--- config.mk ---
export PLATFORM = sky130hd
export DESIGN_NAME = wb_arbiter
export DESIGN_NICKNAME = d
export VERILOG_FILES = /design/src/rtl/wb_arbiter.sv
export SDC_FILE = /design/constraint.sdc
export NUM_CORES = 1
export LEC_CHECK = 0
export CELL_PAD_IN_SITES_DETAIL_PLACEMENT = 0
export CELL_PAD_IN_SITES_GLOBAL_PLACEMENT = 1
export CORE_MARGIN = 4
export CORE_UTILIZATION = 40
export CTS_CLUSTER_SIZE = 24
export DETAILED_ROUTE_END_ITERATION = 10
export PLACE_DENSITY_LB_ADDON = 0.25
export SLEW_MARGIN = 30
export SYNTH_ARGS = -nofsm -noshare
export SYNTH_HDL_FRONTEND = slang
export SYNTH_SLANG_ARGS = --single-unit
--- constraint.sdc ---
create_clock -name clk -period 6 [get_ports clk]
set_input_delay 1.2 -clock clk [delete_from_list [all_inputs] [get_ports clk]]
set_output_delay 1.2 -clock clk [all_outputs]
set_load 0.05 [all_outputs]
--- src/rtl/wb_arbiter.sv ---
// wb_arbiter: writeback arbiter for the single register-file write port.
//   Merges single-cycle ALU results with multi-cycle memory results.
//   Memory results are buffered in a DEPTH-entry FIFO. At most one
//   register write is issued per cycle through a registered write port.
//   Read-after-write hazards are reported for two decode read indices.
//
// Ports:
//   clk                          clock, rising edge
//   rst                          asynchronous active-low reset
//   alu_valid/alu_idx/alu_data   ALU result in
//   alu_ready                    ALU result accepted this cycle
//   mem_valid/mem_idx/mem_data   memory result in
//   mem_ready                    FIFO can accept a memory result
//   wr_en/wr_reg_index/wr_reg_data  registered register-file write port
//   rd_reg_index_1/2             decode-stage read indices
//   hazard_1/2                   a pending write targets the read index
module wb_arbiter #(
    parameter int unsigned DATA_W = 32,
    parameter int unsigned IDX_W  = 5,
    parameter int unsigned DEPTH  = 4
) (
    input  logic              clk,
    input  logic              rst,
    input  logic              alu_valid,
    output logic              alu_ready,
    input  logic [IDX_W-1:0]  alu_idx,
    input  logic [DATA_W-1:0] alu_data,
    input  logic              mem_valid,
    output logic              mem_ready,
    input  logic [IDX_W-1:0]  mem_idx,
    input  logic [DATA_W-1:0] mem_data,
    output logic              wr_en,
    output logic [IDX_W-1:0]  wr_reg_index,
    output logic [DATA_W-1:0] wr_reg_data,
    input  logic [IDX_W-1:0]  rd_reg_index_1,
    input  logic [IDX_W-1:0]  rd_reg_index_2,
    output logic              hazard_1,
    output logic              hazard_2
);

    localparam int unsigned      PTR_W    = $clog2(DEPTH);
    localparam logic [PTR_W:0]   FULL_CNT = (PTR_W + 1)'(DEPTH);

    logic [IDX_W-1:0]  fifo_idx  [DEPTH];
    logic [DATA_W-1:0] fifo_data [DEPTH];
    logic [PTR_W-1:0]  wptr;
    logic [PTR_W-1:0]  rptr;
    logic [PTR_W:0]    count;

    logic              full;
    logic              push;
    logic              pop;
    logic              sel_valid;
    logic [IDX_W-1:0]  sel_idx;
    logic [DATA_W-1:0] sel_data;
    logic [DEPTH-1:0]  entry_valid;

    assign full      = (count == FULL_CNT);
    assign mem_ready = !full;
    assign alu_ready = !full;
    assign push      = mem_valid && !full;

    // A full FIFO always wins so it cannot stall the memory path forever;
    // otherwise the ALU has priority over buffered memory results.
    always_comb begin
        pop       = 1'b0;
        sel_valid = 1'b0;
        sel_idx   = fifo_idx[rptr];
        sel_data  = fifo_data[rptr];
        if (full) begin
            pop       = 1'b1;
            sel_valid = 1'b1;
        end else if (alu_valid) begin
            sel_valid = 1'b1;
            sel_idx   = alu_idx;
            sel_data  = alu_data;
        end else if (count != '0) begin
            pop       = 1'b1;
            sel_valid = 1'b1;
        end
    end

    // FIFO storage needs no reset: validity is tracked by the pointers.
    always_ff @(posedge clk) begin
        if (push) begin
            fifo_idx[wptr]  <= mem_idx;
            fifo_data[wptr] <= mem_data;
        end
    end

    always_ff @(posedge clk or negedge rst) begin
        if (!rst) begin
            wptr         <= '0;
            rptr         <= '0;
            count        <= '0;
            wr_en        <= 1'b0;
            wr_reg_index <= '0;
            wr_reg_data  <= '0;
        end else begin
            if (push) wptr <= wptr + 1'b1;
            if (pop)  rptr <= rptr + 1'b1;
            case ({push, pop})
                2'b10:   count <= count + 1'b1;
                2'b01:   count <= count - 1'b1;
                default: count <= count;
            endcase
            // Index-0 results are consumed but never written.
            wr_en <= sel_valid && (sel_idx != '0);
            if (sel_valid) begin
                wr_reg_index <= sel_idx;
                wr_reg_data  <= sel_data;
            end
        end
    end

    // Entry i is live when its distance from the read pointer is below count.
    always_comb begin
        entry_valid = '0;
        for (int unsigned i = 0; i < DEPTH; i++) begin
            logic [PTR_W-1:0] offset;
            offset = PTR_W'(i) - rptr;
            entry_valid[i] = ({1'b0, offset} < count);
        end
    end

    function automatic logic pending_write(input logic [IDX_W-1:0] rd);
        logic hit;
        hit = wr_en && (wr_reg_index == rd);
        for (int unsigned i = 0; i < DEPTH; i++) begin
            if (entry_valid[i] && (fifo_idx[i] == rd)) hit = 1'b1;
        end
        return (rd != '0) && hit;
    endfunction

    assign hazard_1 = pending_write(rd_reg_index_1);
    assign hazard_2 = pending_write(rd_reg_index_2);

endmodule

==> reports/metrics.yaml <==
timing:
  fin_crit_ps: 4810
  slew_viol_final: 0
  setup_viol: 0
  worst_pin_slew_ps: 878
  setup_ws_ps: 1190
  skew_ps: 11.1
  min_period_over_period: 0.801
  final.setup.tns_ps: 0
  hold_violations: 0
  fmax_mhz: 208
  rsz0062_at_grt: "false"
  max_slew_margin: 0.415
drt:
  via_count: 5335
  final_antenna_net_count: 0
  drt_iter0_drc: 325
  drc: 0
  wl_per_cell_um: 21.2
  wl_um: 20800
  drt_pass1_iterations: 4
  drt-vias-per-instance: 5.44
power_and_ir_drop:
  irDropWorstVdd_mv: 0.279
  p_per_area_mw_per_mm2: 508
  p_leak_nw: 3.70
setup_path:
  crit_type: "in2out"
  r2r_slack_ps: 3100
  worstPathCellList: "clkdlybuf4s50_1, xnor2_1, nand3_1, nor3_1, o21ai_0, a21oi_1, clkdlybuf4s50_1"
  cp.arrival_ps: 3610
  critical_path.max_stage_delay_ps: 830
  critPathCaptureType: "output pin"
  cp_max_fo: 6
  crit_path_frequent_cell: "clkdlybuf4s50_1"
  path_buf_inv: 2
  start_kind: "primary input"
  critPathTopFamily: "buffers and inverters"
  crit_required_ps: 4800
  worst_path_max_delay_cell: "clkdlybuf4s50_1"
yosys:
  yosys.area.top_type: "edfxtp_1"
  async_flop_share: 0.233
  synth-edff-count: 148
  synth_top_area_frac: 0.506
  ys_seq_elements: 193
  synthTopCellsByArea: "edfxtp_1 51%, dfrtp_1 13%, mux4_2 8.7%, xor2_1 3.4%, o21a_1 2.7%"
  syn_area_per_cell_sq_um: 15.0
  syn_inst: 584
  yosysSeqAreaShare: 0.635
  synth_most_common_cell: "edfxtp_1"
  synth_cell_types: 40
  syn_nets: 682
  synthTopCellsByCount: "148 x edfxtp_1, 45 x dfrtp_1, 41 x a21oi_1"
  ys.flop_type: "edfxtp_1"
  syn_area_sq_mm: 0.00878
  yosys_warnings: 0
clock_tree:
  worstSkewPairLatency_ps: 430
  cts_tree: "built"
  root_buffer: "clkbuf_16"
  postCtsResizedCells: 0
  clkSinkCount: 193
  numCtsBuffers: 17
  post_cts_buffers: 0
  ctsHoldBuffers: 0
  ctsLongestPathBuffers: 2
  h-tree-depth: 4
  clk_pin_slew_ps: 70
die:
  die_h_um: 156
  rows: 53
  chipWidth_um: 156
  die_area_sq_mm: 0.0244
  io_pins: 130
  coreArea_sq_mm: 0.0213
  start_util: 0.412
final_layout:
  nets: 790
  num-fill-cells: 1776
  n_antenna_cell: 0
  area_delta_synth_final_pct: 23.0
  drive_gt1_frac: 0.126
grt:
  gr-total-overflow: 0
  antenna_found_initial: 1
  grt_use_total: 0.174
  grt_pass1_vias: 5703
  grt_pass1_wl_um: 32200
  grt_max_degree: 65
placed_design:
  dp_hpwl_um: 13100
  port_buffers: 129
  preCtsSetupSlack_ps: 1220
  place_congestion: 0.825
run_status:
  status: "finished, final reports clean"
flow_run:
  maxCapViolCount: 0
min_path:
  hp-class: "reg2reg"
-- power by group --
group,total [mW],internal (mW),switching [mW]
combinational,2.23,0.877,1.35
sequential,2.12,1.83,0.287
clock,1.13,0.609,0.526
-- cell families (layout without fill, tap and decap cells) --
kind of cell,Yosys count,in the layout,share of synthesized area
adder cells (fa/ha/maj),10,10,0.0151
flip-flops,193,193,0.635
AND/OR/NAND/NOR,84,84,0.0544
buffers and inverters,51,172,0.0344
AO/OA/AOI/OAI,146,146,0.101
multiplexers,43,43,0.104
XOR/XNOR,57,57,0.0569
-- final cells by class --
type                       count  area [sq um]  area share
sequential                   193          5580       0.517
inverter                       7          26.3     0.00243
clock buffer                  19           443      0.0410
clock inverter                13           169      0.0156
timing repair buffer         133          1310       0.121
multi-input combinational    340          2930       0.271
tap                          275           344      0.0319
-- path summary, 6_finish.rpt --
path	from	end	cells after the start
setup / recovery	rd_reg_index_2[3]	hazard_2	7
hold / removal	wptr[0]$_DFFE_PN0P_	wptr[0]$_DFFE_PN0P_	1
setup reg to reg	count[2]$_DFFE_PN0P_	count[2]$_DFFE_PN0P_	8
hold reg to reg	wptr[0]$_DFFE_PN0P_	wptr[0]$_DFFE_PN0P_	1
max in group asynchronous	rst	rptr[0]$_DFFE_PN0P_	2
min in group asynchronous	rst	wr_reg_data[17]$_DFFE_PN0P_	2
-- registers in the layout, indices dropped and copies added, names as in the netlist --
name and flops:
fifo_data 128, wr_reg_data 32, fifo_idx 20, wr_reg_index 5
count 3, rptr 2, wptr 2, wr_en 1
-- cell usage in the layout (no fill, tap or decap), drive strengths merged, types with 17 or more instances in the layout --
master         Yosys  routed
a21oi             41      41
clkbuf            10      19
clkdlybuf4s50      0     127
dfrtp             45      45
edfxtp           148     148
mux4              37      37
nand2b            33      33
nor2              17      17
o21a              32      32
o21ai             35      35
o22ai             32      32
xnor2             23      23
xor2              34      34
-- metrics by stage --
step	hold WS, ps	util	cell area [sq um]	std cells	total power, mW
floorplan	498	-	8780	584	3.68
global placement	512	0.478	10200	948	4.34
detailed placement	534	0.479	10200	948	4.41
CTS	543	0.507	10800	980	5.55
global route	564	0.507	10800	980	5.78
finish	545	0.507	10800	980	5.48
-- per-layer routing --
| metal | global-route usage | share of wire | vias to the layer above |
|---|---|---|---|
| met5 | 0 | 0.00053 | - |
| met4 | 0.0529 | 0.014 | 2 |
| met3 | 0.0411 | 0.050 | 31 |
| met2 | 0.297 | 0.51 | 151 |
| met1 | 0.223 | 0.43 | 2702 |
| li1 | - | - | 2449 |
Power figures use the tool's default switching activity.
